<file path="config.mk">
export PLATFORM = sky130hd
export DESIGN_NAME = ifu_fetch_flat
export DESIGN_NICKNAME = d
export VERILOG_FILES = /design/src/rtl/ifu_fetch_if.sv /design/src/rtl/ifu_fetch.sv /design/src/flat_wrapper.sv
export SDC_FILE = /design/constraint.sdc
export NUM_CORES = 1
export LEC_CHECK = 0
export CORE_ASPECT_RATIO = 1.4
export CORE_UTILIZATION = 55
export DETAILED_ROUTE_END_ITERATION = 8
export PLACE_DENSITY = 0.87
export SLEW_MARGIN = 25
export SYNTH_ARGS = -nofsm -noshare
export SYNTH_HDL_FRONTEND = slang
export SYNTH_SLANG_ARGS = --single-unit
</file>
<file path="constraint.sdc">
create_clock -name clk_i -period 17.7 [get_ports clk_i]
set_input_delay 1.77 -clock clk_i [delete_from_list [all_inputs] [get_ports clk_i]]
set_output_delay 1.77 -clock clk_i [all_outputs]
set_load 0.01 [all_outputs]
</file>
<file path="src/rtl/ifu_fetch_if.sv">
// Signal bundle between the fetch stage and its neighbours: redirect input,
// instruction-memory request/response port and the decode-side handshake.
interface ifu_fetch_if #(
  parameter int XLEN       = 64,
  parameter int INST_WIDTH = 32
);
  logic                  redirect_valid_i;
  logic [XLEN-1:0]       redirect_pc_i;
  logic                  imem_req_valid_o;
  logic                  imem_req_ready_i;
  logic [XLEN-1:0]       imem_req_addr_o;
  logic                  imem_rsp_valid_i;
  logic [INST_WIDTH-1:0] imem_rsp_data_i;
  logic                  imem_rsp_err_i;
  logic                  inst_valid_o;
  logic                  inst_ready_i;
  logic [INST_WIDTH-1:0] inst_o;
  logic [XLEN-1:0]       pc_o;
  logic [1:0]            fetch_err_o;

  modport master (
    input  redirect_valid_i, redirect_pc_i,
    output imem_req_valid_o, imem_req_addr_o,
    input  imem_req_ready_i,
    input  imem_rsp_valid_i, imem_rsp_data_i, imem_rsp_err_i,
    output inst_valid_o, inst_o, pc_o, fetch_err_o,
    input  inst_ready_i
  );

  modport slave (
    output redirect_valid_i, redirect_pc_i,
    input  imem_req_valid_o, imem_req_addr_o,
    output imem_req_ready_i,
    output imem_rsp_valid_i, imem_rsp_data_i, imem_rsp_err_i,
    input  inst_valid_o, inst_o, pc_o, fetch_err_o,
    output inst_ready_i
  );
endinterface

</file>
<file path="src/rtl/ifu_fetch.sv">
// Instruction fetch stage: single-outstanding word fetcher feeding a small
// instruction FIFO toward decode, with redirect flush and stale-response squash.
module ifu_fetch #(
  parameter int              XLEN       = 64,
  parameter int              INST_WIDTH = 32,
  parameter logic [XLEN-1:0] RESET_PC   = 64'h8000_0000,
  parameter int              FIFO_DEPTH = 2
) (
  input logic         clk_i,
  input logic         rst_i,
  ifu_fetch_if.master bus
);

  localparam int AW = (FIFO_DEPTH > 1) ? $clog2(FIFO_DEPTH) : 1;
  localparam int CW = AW + 1;
  localparam logic [CW-1:0]         DEPTH_C = CW'(FIFO_DEPTH);
  localparam logic [INST_WIDTH-1:0] NOP     = INST_WIDTH'(32'h0000_0013);

  typedef enum logic [1:0] {S_REQ, S_WAIT, S_DROP, S_HALT} state_e;

  typedef struct packed {
    logic [1:0]            err;
    logic [XLEN-1:0]       pc;
    logic [INST_WIDTH-1:0] inst;
  } entry_t;

  state_e          state_q, state_d;
  logic [XLEN-1:0] fetch_pc_q, fetch_pc_d;
  logic [XLEN-1:0] req_pc_q, req_pc_d;
  logic [CW-1:0]   count_q, count_d;
  logic [AW-1:0]   wr_ptr_q, wr_ptr_d;
  logic [AW-1:0]   rd_ptr_q, rd_ptr_d;
  entry_t          fifo_q [FIFO_DEPTH];
  entry_t          fifo_d [FIFO_DEPTH];

  logic   redir;
  logic   slot_free;
  logic   aligned;
  logic   req_valid;
  logic   req_fire;
  logic   inst_valid;
  logic   pop;
  logic   push;
  entry_t push_entry;

  assign redir      = bus.redirect_valid_i;
  assign slot_free  = count_q < DEPTH_C;
  assign aligned    = fetch_pc_q[1:0] == 2'b00;
  // Masked during reset and redirect so no request ever targets a dead PC.
  assign req_valid  = !rst_i && (state_q == S_REQ) && slot_free && aligned && !redir;
  assign req_fire   = req_valid && bus.imem_req_ready_i;
  assign inst_valid = (count_q != '0) && !redir;
  assign pop        = inst_valid && bus.inst_ready_i;

  assign bus.imem_req_valid_o = req_valid;
  assign bus.imem_req_addr_o  = fetch_pc_q;
  assign bus.inst_valid_o     = inst_valid;
  assign bus.inst_o           = fifo_q[rd_ptr_q].inst;
  assign bus.pc_o             = fifo_q[rd_ptr_q].pc;
  assign bus.fetch_err_o      = fifo_q[rd_ptr_q].err;

  // Fetch control
  always_comb begin
    state_d    = state_q;
    fetch_pc_d = fetch_pc_q;
    req_pc_d   = req_pc_q;
    push       = 1'b0;
    push_entry = '0;

    if (redir) begin
      fetch_pc_d = bus.redirect_pc_i;
      unique case (state_q)
        S_REQ:  state_d = S_REQ;
        // A response arriving with the redirect settles the debt; otherwise it is still owed.
        S_WAIT: state_d = bus.imem_rsp_valid_i ? S_REQ : S_DROP;
        S_DROP: state_d = bus.imem_rsp_valid_i ? S_REQ : S_DROP;
        S_HALT: state_d = S_REQ;
        default: state_d = S_REQ;
      endcase
    end else begin
      unique case (state_q)
        S_REQ: begin
          if (req_fire) begin
            req_pc_d   = fetch_pc_q;
            fetch_pc_d = fetch_pc_q + XLEN'(4);
            state_d    = S_WAIT;
          end else if (slot_free && !aligned) begin
            push       = 1'b1;
            push_entry = '{err: 2'b01, pc: fetch_pc_q, inst: NOP};
            state_d    = S_HALT;
          end
        end
        S_WAIT: begin
          if (bus.imem_rsp_valid_i) begin
            push       = 1'b1;
            push_entry = '{err: {bus.imem_rsp_err_i, 1'b0}, pc: req_pc_q,
                           inst: bus.imem_rsp_data_i};
            state_d    = bus.imem_rsp_err_i ? S_HALT : S_REQ;
          end
        end
        S_DROP: begin
          if (bus.imem_rsp_valid_i) state_d = S_REQ;
        end
        S_HALT: state_d = S_HALT;
        default: state_d = S_REQ;
      endcase
    end
  end

  // Instruction buffer bookkeeping
  always_comb begin
    fifo_d = fifo_q;
    if (push) fifo_d[wr_ptr_q] = push_entry;

    if (redir) begin
      count_d  = '0;
      wr_ptr_d = '0;
      rd_ptr_d = '0;
    end else begin
      count_d  = count_q + CW'(push) - CW'(pop);
      wr_ptr_d = wr_ptr_q + AW'(push);
      rd_ptr_d = rd_ptr_q + AW'(pop);
    end
  end

  always_ff @(posedge clk_i or posedge rst_i) begin
    if (rst_i) begin
      state_q    <= S_REQ;
      fetch_pc_q <= RESET_PC;
      req_pc_q   <= '0;
      count_q    <= '0;
      wr_ptr_q   <= '0;
      rd_ptr_q   <= '0;
      for (int i = 0; i < FIFO_DEPTH; i++) fifo_q[i] <= '0;
    end else begin
      state_q    <= state_d;
      fetch_pc_q <= fetch_pc_d;
      req_pc_q   <= req_pc_d;
      count_q    <= count_d;
      wr_ptr_q   <= wr_ptr_d;
      rd_ptr_q   <= rd_ptr_d;
      fifo_q     <= fifo_d;
    end
  end

  // Single-outstanding accounting guarantees a free slot for every push.
  a_no_overflow: assert property (@(posedge clk_i) disable iff (rst_i)
    push |-> (slot_free || pop));

  a_rsp_expected: assert property (@(posedge clk_i) disable iff (rst_i)
    bus.imem_rsp_valid_i |-> (state_q == S_WAIT || state_q == S_DROP));

endmodule

</file>
<file path="src/flat_wrapper.sv">
// flat-port wrapper written by rule: the top's interface ports become plain ports
module ifu_fetch_flat 
#(
  parameter int              XLEN       = 64,
  parameter int              INST_WIDTH = 32,
  parameter logic [XLEN-1:0] RESET_PC   = 64'h8000_0000,
  parameter int              FIFO_DEPTH = 2
)
  (clk_i, rst_i, bus_redirect_valid_i, bus_redirect_pc_i, bus_imem_req_valid_o, bus_imem_req_addr_o, bus_imem_req_ready_i, bus_imem_rsp_valid_i, bus_imem_rsp_data_i, bus_imem_rsp_err_i, bus_inst_valid_o, bus_inst_o, bus_pc_o, bus_fetch_err_o, bus_inst_ready_i);
  ifu_fetch_if #(.XLEN(XLEN), .INST_WIDTH(INST_WIDTH)) bus_i ();
  input logic clk_i;
  input logic rst_i;
  input wire logic [$bits(bus_i.redirect_valid_i)-1:0] bus_redirect_valid_i;
  input wire logic [$bits(bus_i.redirect_pc_i)-1:0] bus_redirect_pc_i;
  output wire logic [$bits(bus_i.imem_req_valid_o)-1:0] bus_imem_req_valid_o;
  output wire logic [$bits(bus_i.imem_req_addr_o)-1:0] bus_imem_req_addr_o;
  input wire logic [$bits(bus_i.imem_req_ready_i)-1:0] bus_imem_req_ready_i;
  input wire logic [$bits(bus_i.imem_rsp_valid_i)-1:0] bus_imem_rsp_valid_i;
  input wire logic [$bits(bus_i.imem_rsp_data_i)-1:0] bus_imem_rsp_data_i;
  input wire logic [$bits(bus_i.imem_rsp_err_i)-1:0] bus_imem_rsp_err_i;
  output wire logic [$bits(bus_i.inst_valid_o)-1:0] bus_inst_valid_o;
  output wire logic [$bits(bus_i.inst_o)-1:0] bus_inst_o;
  output wire logic [$bits(bus_i.pc_o)-1:0] bus_pc_o;
  output wire logic [$bits(bus_i.fetch_err_o)-1:0] bus_fetch_err_o;
  input wire logic [$bits(bus_i.inst_ready_i)-1:0] bus_inst_ready_i;
  assign bus_i.redirect_valid_i = bus_redirect_valid_i;
  assign bus_i.redirect_pc_i = bus_redirect_pc_i;
  assign bus_imem_req_valid_o = bus_i.imem_req_valid_o;
  assign bus_imem_req_addr_o = bus_i.imem_req_addr_o;
  assign bus_i.imem_req_ready_i = bus_imem_req_ready_i;
  assign bus_i.imem_rsp_valid_i = bus_imem_rsp_valid_i;
  assign bus_i.imem_rsp_data_i = bus_imem_rsp_data_i;
  assign bus_i.imem_rsp_err_i = bus_imem_rsp_err_i;
  assign bus_inst_valid_o = bus_i.inst_valid_o;
  assign bus_inst_o = bus_i.inst_o;
  assign bus_pc_o = bus_i.pc_o;
  assign bus_fetch_err_o = bus_i.fetch_err_o;
  assign bus_i.inst_ready_i = bus_inst_ready_i;
  ifu_fetch #(.XLEN(XLEN), .INST_WIDTH(INST_WIDTH), .RESET_PC(RESET_PC), .FIFO_DEPTH(FIFO_DEPTH)) u_core (.clk_i(clk_i), .rst_i(rst_i), .bus(bus_i));
endmodule
</file>
==> results of run 1 <==
[logic make-up after synthesis]
logic type	after synthesis	synth area share
fa+ha+maj	10	0.00772
compound gates	274	0.107
flops	330	0.510
mux	209	0.145
xor+xnor	17	0.00919
simple gates	608	0.174
buf+inv	196	0.0466
[synthesized netlist by cell type, drive strengths merged (2+ instances only)]
library cell / number / share of area
xor2: 10 / 0.0054
a21o: 5 / 0.0023
o21a: 2 / 0.00093
nor2: 112 / 0.026
o21ai: 123 / 0.038
and2: 9 / 0.0035
nand2: 275 / 0.064
nor3b: 2 / 0.00093
a221o: 4 / 0.0025
dfrtp: 329 / 0.51
nand3b: 2 / 0.00093
o311ai: 6 / 0.0032
o31a: 2 / 0.0011
xnor2: 7 / 0.0038
a21oi: 10 / 0.0031
or3b: 2 / 0.0011
or4: 18 / 0.0088
nor4b: 2 / 0.0011
or3: 13 / 0.0050
nor2b: 4 / 0.0015
o41ai: 2 / 0.0011
mux2i: 2 / 0.0012
and4: 8 / 0.0043
nor4: 13 / 0.0067
o31ai: 10 / 0.0046
and3: 10 / 0.0039
mux2: 207 / 0.14
o22ai: 2 / 0.00077
a31oi: 16 / 0.0062
or4b: 2 / 0.0015
inv: 70 / 0.016
clkbuf: 113 / 0.026
buf: 12 / 0.0039
or2: 2 / 0.00077
a311oi: 5 / 0.0027
a22oi: 66 / 0.031
nor3: 14 / 0.0043
nand4: 27 / 0.010
o211ai: 7 / 0.0032
a211oi: 7 / 0.0032
nand2b: 3 / 0.0012
nand3: 89 / 0.028
ha: 10 / 0.0077
[through the flow]
step | std cells | hold WS (ps) | util
after floorplan | 1644 | 446 | -
after global placement | 2176 | 458 | 0.654
after detailed placement | 2177 | 463 | 0.655
after CTS | 2236 | 478 | 0.694
after global routing | 2238 | 500 | 0.695
final | 2238 | 476 | 0.695
[cell type report]
class / instances / area (sq um) / area share
inverters: 71 / 279 / 0.0138
flip-flops and latches: 330 / 8260 / 0.409
repair buffers: 279 / 2810 / 0.139
multi-input cells: 1118 / 7260 / 0.359
well taps: 380 / 475 / 0.0235
clock inverters: 10 / 133 / 0.00656
diodes: 1 / 2.50 / 0.000124
clock buffers: 49 / 988 / 0.0489
[registers in the layout, indices dropped and copies added, names as in the netlist]
signal / count
u_core.wr_ptr_q: 1
u_core.state_q: 2
u_core.fifo_q: 196
u_core.rd_ptr_q: 1
u_core.count_q: 2
u_core.bus.imem_req_addr_o: 64
u_core.req_pc_q: 64
[worst max-delay path by stage]
stage	start	cells past startpoint	slack (ps)	to
2_1_floorplan	rst_i	1	6790	u_core.bus.imem_req_addr_o[0]
3_3_place_gp	rst_i	7	12300	u_core.bus.imem_req_addr_o[52]
3_5_place_dp	rst_i	7	12280	u_core.bus.imem_req_addr_o[46]
4_1_cts	rst_i	4	12310	bus_imem_req_valid_o
5_1_grt	rst_i	4	12270	bus_imem_req_valid_o
6_report	rst_i	4	12280	bus_imem_req_valid_o
[layer usage]
metal	up-vias	track usage
li1	6134	-
met1	6688	0.372
met2	697	0.501
met3	178	0.0733
met4	2	0.177
met5	-	0
[worst max-delay path, delay by kind of cell]
| family | cells | cell delay, ps |
|---|---|---|
| AND/OR/NAND/NOR | 2 | 770 |
| buffers and inverters | 2 | 1110 |
[power breakdown]
group | total, mW | switching (mW) | leakage, nW | internal, mW
combinational | 0.860 | 0.432 | 3.97 | 0.428
sequential | 1.13 | 0.152 | 4.33 | 0.977
clock | 0.733 | 0.301 | 0.555 | 0.433
==> metrics, run 1 <==
most frequent cells in the layout dfrtp_1 (328), nand2_1 (274), clkdlybuf4s50_1 (265); RSZ-0062 raised after global routing no; H-tree depth 2; post-route cell area 0.0202 sq mm; endpoints failing setup 0; FP Rows 74; Final nets 1,947; Leak Pwr 8.85 nW; Critical Path RT 15,930 ps; Hold Buf Count CTS 0; Post-Syn Instances 1,644; Die Wd 147 um; die footprint 0.0302 sq mm; hold path endpoint u_core.req_pc_q[2]; Chip Height 205 um; Post-Syn Area 0.0162 sq mm; ys flop type dfrtp_1; Final Hold Fails 0; layout cells sized above 1 0.158; root buffer cell clkbuf_16; reg2reg end u_core.fifo_q[188]; Top Layer Used met5; total of max-cap violations 0; Detail Route met3 WL 3870 um; CP Max Fanout 5; CTS tree yes; synth unique cells 61; vias in the first global route 13,700; largest net degree at the start of global routing 177; Peak supply drop 101 uV; CP startpoint kind input pin; Met1 Wirelength 17,400 um; cell breakdown of the critical path clkdlybuf4s50_1 -> or4_4 -> nor2_1 -> clkdlybuf4s50_1; first-pass GRT wire length 73,400 um; drt wl/cell 20.7 um; Fillers 2,073; RePlAce Congestion 0.897; hold path cells 2; period utilization 0.306; initial antenna violation count 2; Setup crit end kind output pin; gr usage total 0.307; Max Root-Sink Buffers 3; Syn Nets 1,757; final wirelength 46,300 um; most used cell, CP clkdlybuf4s50_1; core area 0.0291 sq mm; postcts setup bufs 0; commonest non-fill, non-tap cell in the layout dfrtp_1; number of flops mapped to enable cells by yosys 0; final setup margin 12,280 ps; Port Buf Inserts 266; total number of vias 13,700; Mean Syn Cell Area 9.86 sq um; worst reg2reg startpoint u_core.state_q[1]; asr flop ratio synth 1.00; Tightest Pin Transition 991 ps; TritonCTS Sinks 330; Pwr Density 135 mW/mm^2; TNS Setup 0 ps; slowest stage delay, CP 620 ps; DP Worst Slack 12,280 ps; CTS resizes 0; later-pin clock latency in the skew report 530 ps; CP max-delay cell or4_4; fmax 0.184 GHz; status complete, no violations; Hold/Removal Path Class reg -> reg; Cell Area, Placed 0.0190 sq mm; Initial DRC Count 1,146; CP Class in -> out; Slew HR 0.339; Met2 Wirelength 22,200 um; DP HPWL 29,500 um; Slew Viols, Final 0; minimum clock period 5420 ps; total gr overflow 0; Via density 6.12; Worst-path clk slew 60 ps; # DRC 0; initial core utilization 0.557; R2R cell count 8; drt first pass iters 5; Seq cells post-synth 330; Worst Min Path Start u_core.req_pc_q[2]; Seq/Total Area, Yosys 0.510; clock skew 20.5 ps; I/O Pins 267; total power 2.72 mW; antenna viol nets, final 0; TritonCTS buffer count 34; flop2flop setup slack 13,580 ps; WP data arrival 3650 ps; Yosys warnings 0; area grow syn2layout 24.7%
Power figures use the tool's default switching activity.
==> inputs of run 2 (changes only) <==
- CORE_UTILIZATION: 55 -> 49
- PLACE_DENSITY: 0.87 -> 0.82
- clock period: 17.7 -> 4.9 ns (I/O delays scaled with it)
==> run 2 against run 1 <==
- combinational power grew to 3.7 times the previous value
- register-to-register slack got worse by 12000 ps
- die area rose by 12%
- wire length fell by 0.59%
- clock skew down 8.4 ps
- critical endpoint is now u_core.bus.imem_req_addr_o[51]
- sequential cell count is the same
- clock power grew to 4.0 times the previous value
==> metrics, run 2 (synthesis gave the netlist of run 1 again) <==
clock skew 12.0 ps (-8.43 ps); most frequent cells in the layout dfrtp_1 (328), nand2_1 (274), clkdlybuf4s50_1 (265); period utilization 0.724; FP Rows 78 (+5.4%); largest net degree at the start of global routing 132 (-25%); Die Wd 156 um (+5.9%); top cell family by delay on the critical path simple AND/OR/NAND/NOR gates; cell breakdown of the critical path nor4_1 -> nand2_4 -> or4b_1 -> or4_1 -> a31oi_1; area occupied by multi-input gates 0.00726 sq mm (unchanged); CTS resizes 0 (unchanged); H-tree depth 2 (unchanged); Peak supply drop 328 uV (+230%); register area 0.00826 sq mm (unchanged); initial core utilization 0.499 (-0.0587); Final Hold Fails 0 (unchanged); Worst-path clk slew 60 ps (about the same); commonest non-fill, non-tap cell in the layout dfrtp_1; CP Class reg -> reg; layout cells sized above 1 0.166 (+0.00808); max FFs per register 196 (unchanged); DP HPWL 30,200 um (+2.6%); Max Root-Sink Buffers 3 (unchanged); Sequential Power Share 0.400 (-0.015); status complete, no violations; Via density 5.88 (-3.9%); final wirelength 46,000 um (-0.59%); postcts setup bufs 0 (unchanged); logic gate share of total power 0.312 (-0.004); Hold/Removal Path Class in -> async; Met2 Wirelength 22,500 um (+1.1%); drt wl/cell 19.9 um (-3.7%); WP data arrival 3990 ps (+340 ps); Initial DRC Count 1,249 (+9.0%); TritonCTS buffer count 34 (unchanged); Slew Viols, Final 0 (unchanged); Most flops, register u_core.fifo_q; Setup crit end kind flip-flop; area grow syn2layout 27.2%; Critical Path RT 5340 ps (-10,590 ps); Met1 Wirelength 18,200 um (+4.4%); die footprint 0.0338 sq mm (+12%); TNS Setup 0 ps (unchanged); drt first pass iters 6 (+1); Cell Area, Placed 0.0192 sq mm (+1.0%); Switching Share 0.315 (-0.0104); total gr overflow 0 (unchanged); clock network power share 0.289 (+0.020); minimum clock period 3550 ps; Leak Pwr 9.00 nW (+1.7%); vias in the first global route 13,500 (-2.0%); TritonCTS Sinks 330 (unchanged); first-pass GRT wire length 72,500 um (-1.2%); core area 0.0325 sq mm (+12%); RSZ-0062 raised after global routing no; Tightest Pin Transition 1050 ps (+55.3 ps); CTS tree yes; Fillers 2,549 (+23%); # DRC 0 (unchanged); Top Layer Used met4; endpoints failing setup 0 (unchanged); I/O Pins 267 (unchanged); RePlAce Congestion 0.856 (-4.5%); Slew HR 0.296 (-0.0433); Detail Route met3 WL 3120 um (-20%); Pwr Density 494 mW/mm^2 (+270%); root buffer cell clkbuf_16; Switch Pwr 3.20 mW (+260%); fmax 0.282 GHz; Buf/Inv on CP 0 (-2); Fin Hold WS 363 ps (-114 ps); total of max-cap violations 0 (unchanged); post-route cell area 0.0206 sq mm (+2.0%); Hold Buf Count CTS 0 (unchanged); CP startpoint kind flip-flop; later-pin clock latency in the skew report 520 ps (about the same); initial antenna violation count 1 (-1); gr usage total 0.271 (-0.0369); CP Max Fanout 42 (+37); total number of vias 13,600 (-0.84%); CP max-delay cell nor4_1; Chip Height 217 um (+5.9%); slowest stage delay, CP 930 ps (+310 ps); Pint 6.98 mW (+280%); antenna viol nets, final 0 (unchanged); Port Buf Inserts 266 (unchanged); Final nets 1,956 (+0.46%)
run 2: per-layer routing:
| layer | vias to the layer above | track usage |
|---|---|---|
| li1 | 6143 | - |
| met1 | 6712 | 0.342 |
| met2 | 601 | 0.452 |
| met3 | 128 | 0.0422 |
| met4 | 0 | 0.131 |
| met5 | - | 0 |
run 2: power by group through the flow:
stage                     logic (mW)  registers (mW)  clock network (mW)
after floorplan                 1.94            3.92                   0
after global placement          3.00            4.05                   0
after detailed placement        3.10            4.11                   0
after CTS                       3.13            4.07                2.98
after global routing            3.47            4.16                3.08
final                           3.17            4.07                2.94
run 2: final timing paths:
kind                                                from                              to  depth (start not counted)  slack [ps]
max                        u_core.bus.imem_req_addr_o[0]  u_core.bus.imem_req_addr_o[51]                          5        1350
min                                                rst_i   u_core.bus.imem_req_addr_o[0]                          2         360
max reg2reg                u_core.bus.imem_req_addr_o[0]  u_core.bus.imem_req_addr_o[51]                          5        1350
min reg2reg                          u_core.req_pc_q[59]             u_core.req_pc_q[59]                          2         480
max in group asynchronous                          rst_i                 u_core.rd_ptr_q                          3        3420
min in group clk_i                   u_core.req_pc_q[59]             u_core.req_pc_q[59]                          2         480
run 2: area by class of cell:
| cell class | instances | area share |
|---|---|---|
| timing repair buffer | 288 | 0.144 |
| clock buffer | 50 | 0.0522 |
| clock inverter | 12 | 0.0104 |
| sequential | 330 | 0.401 |
| multi-input combinational | 1118 | 0.352 |
| tap | 440 | 0.0267 |
| inverter | 71 | 0.0131 |
| antenna | 1 | 0.000121 |
run 2: metrics by stage:
stage / worst slack [ps] / power, mW / utilization / cells
floorplan: 4.15 / 5.86 / - / 1644
global placement: 1200 / 7.05 / 0.590 / 2242
detailed placement: 1010 / 7.21 / 0.592 / 2244
CTS: 1330 / 10.2 / 0.632 / 2306
global route: 1140 / 10.7 / 0.634 / 2310
finish: 1350 / 10.2 / 0.634 / 2310
==> RTL change 1: new RTL, config.mk and constraints of run 1 <==
`XLEN` is set to 64 in 3 places; all go to 72.
--- a/src/rtl/ifu_fetch_if.sv
+++ b/src/rtl/ifu_fetch_if.sv
@@ -1,7 +1,7 @@
 // Signal bundle between the fetch stage and its neighbours: redirect input,
 // instruction-memory request/response port and the decode-side handshake.
 interface ifu_fetch_if #(
-  parameter int XLEN       = 64,
+  parameter int XLEN       = 72,
   parameter int INST_WIDTH = 32
 );
   logic                  redirect_valid_i;
--- a/src/rtl/ifu_fetch.sv
+++ b/src/rtl/ifu_fetch.sv
@@ -1,7 +1,7 @@
 // Instruction fetch stage: single-outstanding word fetcher feeding a small
 // instruction FIFO toward decode, with redirect flush and stale-response squash.
 module ifu_fetch #(
-  parameter int              XLEN       = 64,
+  parameter int              XLEN       = 72,
   parameter int              INST_WIDTH = 32,
   parameter logic [XLEN-1:0] RESET_PC   = 64'h8000_0000,
   parameter int              FIFO_DEPTH = 2
--- a/src/flat_wrapper.sv
+++ b/src/flat_wrapper.sv
@@ -1,7 +1,7 @@
 // flat-port wrapper written by rule: the top's interface ports become plain ports
 module ifu_fetch_flat 
 #(
-  parameter int              XLEN       = 64,
+  parameter int              XLEN       = 72,
   parameter int              INST_WIDTH = 32,
   parameter logic [XLEN-1:0] RESET_PC   = 64'h8000_0000,
   parameter int              FIFO_DEPTH = 2
Ports: changed (resized bus_imem_req_addr_o, bus_pc_o and bus_redirect_pc_i); port bits go from 267 to 291. The function was not compared with the original's and may differ.
==> RTL change 1 against run 1 <==
First-iteration DRC count grew 51%; non-clock buffer count increased by 28; routed wire length grew 15%; sequential cell count is 32 higher; synthesized area grew 12%; setup slack got worse by 150 ps; sequential share of layout area down 0.35 points; clock skew shrank 1.2 ps; design area rose by 11%; power is 11% higher; critical path type unchanged; highest routed layer is now met4.
==> RTL change 1: results (changes against run 1) <==
<table>
<tr><th>Metric</th><th>Value</th></tr>
<tr><th colspan="2">Outcome</th></tr>
<tr><td>Outcome</td><td>completed (unchanged)</td></tr>
<tr><th colspan="2">Yosys</th></tr>
<tr><td>Sequential-to-total area share from yosys stat</td><td>50.0% (was 51.0%)</td></tr>
<tr><td>Number of distinct library cell variants in the gate-level netlist after synthesis</td><td>64 (was 61)</td></tr>
<tr><td>XOR/XNOR share of the synthesized area</td><td>0.580% (was 0.919%)</td></tr>
<tr><td>Synthesized netlist net count</td><td>1,958 (was 1,757)</td></tr>
<tr><td>Most frequent cells after synthesis</td><td>361 x dfrtp_1, 285 x nand2_1, 235 x mux2_2, 126 x o21ai_0, 116 x nand3_1 (was 329 x dfrtp_1, 275 x nand2_1, 207 x mux2_2, 120 x o21ai_0, 113 x clkbuf_1)</td></tr>
<tr><td>Adder-cell share of the synthesized area</td><td>0.690% (was 0.772%)</td></tr>
<tr><th colspan="2">Hold path</th></tr>
<tr><td>Hold_sp</td><td>u_core.req_pc_q[11]$_DFFE_PP0P_ (was u_core.req_pc_q[2]$_DFFE_PP0P_)</td></tr>
<tr><td>Terminating pin of the worst hold path</td><td>u_core.req_pc_q[11]$_DFFE_PP0P_ (was u_core.req_pc_q[2]$_DFFE_PP0P_)</td></tr>
<tr><th colspan="2">Global routing</th></tr>
<tr><td>Antenna violations before repair</td><td>1 (was 2)</td></tr>
<tr><td>Total track usage</td><td>31.6% (was 30.7%)</td></tr>
<tr><th colspan="2">Clock tree</th></tr>
<tr><td>Num CTS Buffers</td><td>36 (was 34)</td></tr>
<tr><th colspan="2">Timing</th></tr>
<tr><td>Worst slew pin tran</td><td>1010 ps (was 991 ps)</td></tr>
<tr><th colspan="2">Drt</th></tr>
<tr><td>DRC violation total after the first TritonRoute iteration</td><td>1,731 (was 1,146)</td></tr>
<tr><td>Highest layer used for signal routing</td><td>met4 (was met5)</td></tr>
<tr><td>Total length of routed met3 wires</td><td>3960 um (was 3870 um)</td></tr>
<tr><td>Vias post-DR</td><td>15.5k (was 13.7k)</td></tr>
<tr><td>Aggregate routed wire length</td><td>53,100 um (was 46,300 um)</td></tr>
<tr><th colspan="2">Critical path</th></tr>
<tr><td>R2R Path Start</td><td>u_core.state_q[0]$_DFFE_PP0P_ (was u_core.state_q[1]$_DFFE_PP0P_)</td></tr>
<tr><td>Crit path DAT</td><td>3800 ps (was 3650 ps)</td></tr>
<tr><td>Peak per-stage delay on the critical path</td><td>740 ps (was 620 ps)</td></tr>
<tr><td>Maximum fanout encountered on the critical timing path</td><td>4 (was 5)</td></tr>
<tr><th colspan="2">Placement</th></tr>
<tr><td>Port Buffer Count</td><td>290 (was 266)</td></tr>
<tr><td>Gpl congestion</td><td>0.921 (was 0.897)</td></tr>
<tr><th colspan="2">Layout</th></tr>
<tr><td>Number of fill cells in the layout</td><td>2,370 (was 2,073)</td></tr>
<tr><td>Flip-flop count of the largest register, all copies and words added</td><td>212 (was 196)</td></tr>
<tr><td>Layout cell share with drive strength beyond 1</td><td>16.1% (was 15.8%)</td></tr>
</table>
==> RTL change 1: cell types whose count changed after synthesis, moves of 9 or more <==
cell      before  now
buf_2          3   15
o211ai_1       7   24
a21oi_1       10   21
a31oi_1       16    4
nand3_1       87  116
mux2_2       207  235
dfrtp_1      329  361
nand4_1       27   44
o311ai_0       6   15
a22oi_1       66   84
nand2_1      275  285
inv_1         70   81
==> RTL change 1: through the flow <==
stage / std cells / hold WS [ps] / worst slack [ps] / power (mW)
2_1_floorplan: 1837 / 447 / 5880 / 1.80
3_3_place_gp: 2438 / 459 / 12140 / 2.20
3_5_place_dp: 2439 / 464 / 12130 / 2.26
4_1_cts: 2501 / 479 / 12110 / 3.01
5_1_grt: 2503 / 492 / 12050 / 3.16
6_report: 2504 / 479 / 12130 / 3.01
==> RTL change 1: power by group <==
| group | total (mW) | internal [mW] | switching (mW) |
|---|---|---|---|
| clock | 0.744 | 0.418 | 0.326 |
| combinational | 1.02 | 0.518 | 0.497 |
| sequential | 1.25 | 1.08 | 0.174 |
| total | 3.01 | 2.01 | 0.998 |
==> RTL change 1: final cells by class <==
type / count / area share [%]
flip-flops and latches: 362 / 40.5
multi-input cells: 1250 / 36.8
repair buffers: 307 / 13.8
clock buffers: 54 / 4.61
well taps: 440 / 2.46
inverters: 81 / 1.42
clock inverters: 8 / 0.336
diodes: 2 / 0.0224
==> RTL change 1: critical path: cells and delay by family <==
| kind | cells | cell delay [ps] |
|---|---|---|
| simple gates | 2 | 970 |
| buf+inv | 2 | 1050 |
==> RTL change 2: new RTL, settings of run 1 <==
Made on the original files. Re-encode `state_e` (4 states) as one-hot, 4 bits wide.
--- a/src/rtl/ifu_fetch.sv
+++ b/src/rtl/ifu_fetch.sv
@@ -16,7 +16,7 @@
   localparam logic [CW-1:0]         DEPTH_C = CW'(FIFO_DEPTH);
   localparam logic [INST_WIDTH-1:0] NOP     = INST_WIDTH'(32'h0000_0013);
 
-  typedef enum logic [1:0] {S_REQ, S_WAIT, S_DROP, S_HALT} state_e;
+  typedef enum logic [3:0] {S_REQ = 4'b0001, S_WAIT = 4'b0010, S_DROP = 4'b0100, S_HALT = 4'b1000} state_e;
 
   typedef struct packed {
     logic [1:0]            err;
Formal check against the unedited RTL: same outputs for any inputs over 4 cycles, from zero or initial values and one cycle with rst_i high; so few cycles prove little.
==> RTL change 2 against run 1 <==
Count of clock-buffer cells in the layout increased by 2; design area increased by 1.8%; register-to-register slack got worse by 350 ps; largest cell class unchanged; setup slack improved by 110 ps; routed wire length increased by 5.1%; sequential cell count increased by 2; synthesized area increased by 2.1%; power decreased by 0.15%.
==> RTL change 2: results (changes against run 1) <==
<table>
<tr><th>Metric</th><th>Value</th></tr>
<tr><th colspan="2">Yosys</th></tr>
<tr><td>XOR/XNOR share of the synthesized area</td><td>0.794% (was 0.919%)</td></tr>
<tr><td>Synthesized netlist net count</td><td>1,777 (was 1,757)</td></tr>
<tr><td>Top cells by area in the synthesized netlist</td><td>dfrtp_1 50%, mux2_2 14%, nand2_1 5.9% (was dfrtp_1 51%, mux2_2 14%, nand2_1 6.4%)</td></tr>
<tr><td>Sequential-to-total area share from yosys stat</td><td>50.2% (was 51.0%)</td></tr>
<tr><td>Compound-Gate Fraction of Synth Area</td><td>11.1% (was 10.7%)</td></tr>
<tr><th colspan="2">Power and ir drop</th></tr>
<tr><td>Power consumed by the clock network</td><td>0.774 mW (was 0.733 mW)</td></tr>
<tr><td>Peak VDD IR</td><td>0.0972 mV (was 0.101 mV)</td></tr>
<tr><th colspan="2">Placement</th></tr>
<tr><td>Gpl congestion</td><td>0.855 (was 0.897)</td></tr>
<tr><td>DP Worst Slack</td><td>12,400 ps (was 12,280 ps)</td></tr>
<tr><th colspan="2">Drt</th></tr>
<tr><td>Met1 Routed Length</td><td>18,200 um (was 17,400 um)</td></tr>
<tr><td>Vias per Instance</td><td>6.18 (was 6.12)</td></tr>
<tr><td>Aggregate routed wire length</td><td>48,600 um (was 46,300 um)</td></tr>
<tr><td>Total length of routed met3 wires</td><td>3900 um (was 3870 um)</td></tr>
<tr><th colspan="2">Timing</th></tr>
<tr><td>Period utilisation layout</td><td>30.0% (was 30.6%)</td></tr>
<tr><td>Max-slew headroom at the worst pin</td><td>28.4% (was 33.9%)</td></tr>
<tr><td>Worst setup skew after layout</td><td>12.0 ps (was 20.5 ps)</td></tr>
<tr><th colspan="2">Critical path</th></tr>
<tr><td>Peak per-stage delay on the critical path</td><td>530 ps (was 620 ps)</td></tr>
<tr><td>Reg-to-reg setup timing slack</td><td>13,230 ps (was 13,580 ps)</td></tr>
<tr><td>Max stage delay cell, worst path</td><td>clkdlybuf4s50_1 (was or4_4)</td></tr>
<tr><td>R2R Path Start</td><td>u_core.state_q[0]$_DFFE_PP1P_ (was u_core.state_q[1]$_DFFE_PP0P_)</td></tr>
<tr><th colspan="2">Global routing</th></tr>
<tr><td>Met3 layer usage reported by global route</td><td>6.15% (was 7.33%)</td></tr>
<tr><td>Met2 track demand over resource in global routing</td><td>54.2% (was 50.1%)</td></tr>
<tr><td>Wire length of the first global-routing pass</td><td>77,300 um (was 73,400 um)</td></tr>
<tr><th colspan="2">Outcome</th></tr>
<tr><td>Outcome</td><td>completed (unchanged)</td></tr>
<tr><th colspan="2">Layout</th></tr>
<tr><td>Number of fill cells in the layout</td><td>2,132 (was 2,073)</td></tr>
<tr><td>Layout cell share with drive strength beyond 1</td><td>16.6% (was 15.8%)</td></tr>
</table>
## RTL change 2: cell types whose count changed in the layout (fill, tap and decap cells not counted), moves of 7 or more
cell,before,now
a21oi_1,10,19
a22oi_1,66,73
nand3_1,87,103
nand2_1,274,258
nor2_1,109,88
o31ai_1,10,1
o211ai_1,7,23
a31oi_1,16,8
nor3_1,14,24
or3_1,13,5
and3_1,10,17
## RTL change 2: layout make-up
class                           count  area [um^2]  area share, %
Multi-Input combinational cell   1132         7460           36.3
Sequential cell                   332         8310           40.4
Clock buffer                       51         1050           5.10
Timing Repair Buffer              283         2820           13.7
Inverter                           76          293           1.42
Antenna cell                        3         7.51         0.0365
Clock inverter                     10          156          0.760
Tap cell                          380          475           2.31
## RTL change 2: stage by stage
stage | hold slack [ps] | instances | power [mW]
after floorplan | 440 | 1669 | 1.58
after global placement | 450 | 2202 | 1.90
after detailed placement | 456 | 2202 | 1.94
after CTS | 470 | 2263 | 2.72
after global routing | 488 | 2264 | 2.85
final | 467 | 2267 | 2.72
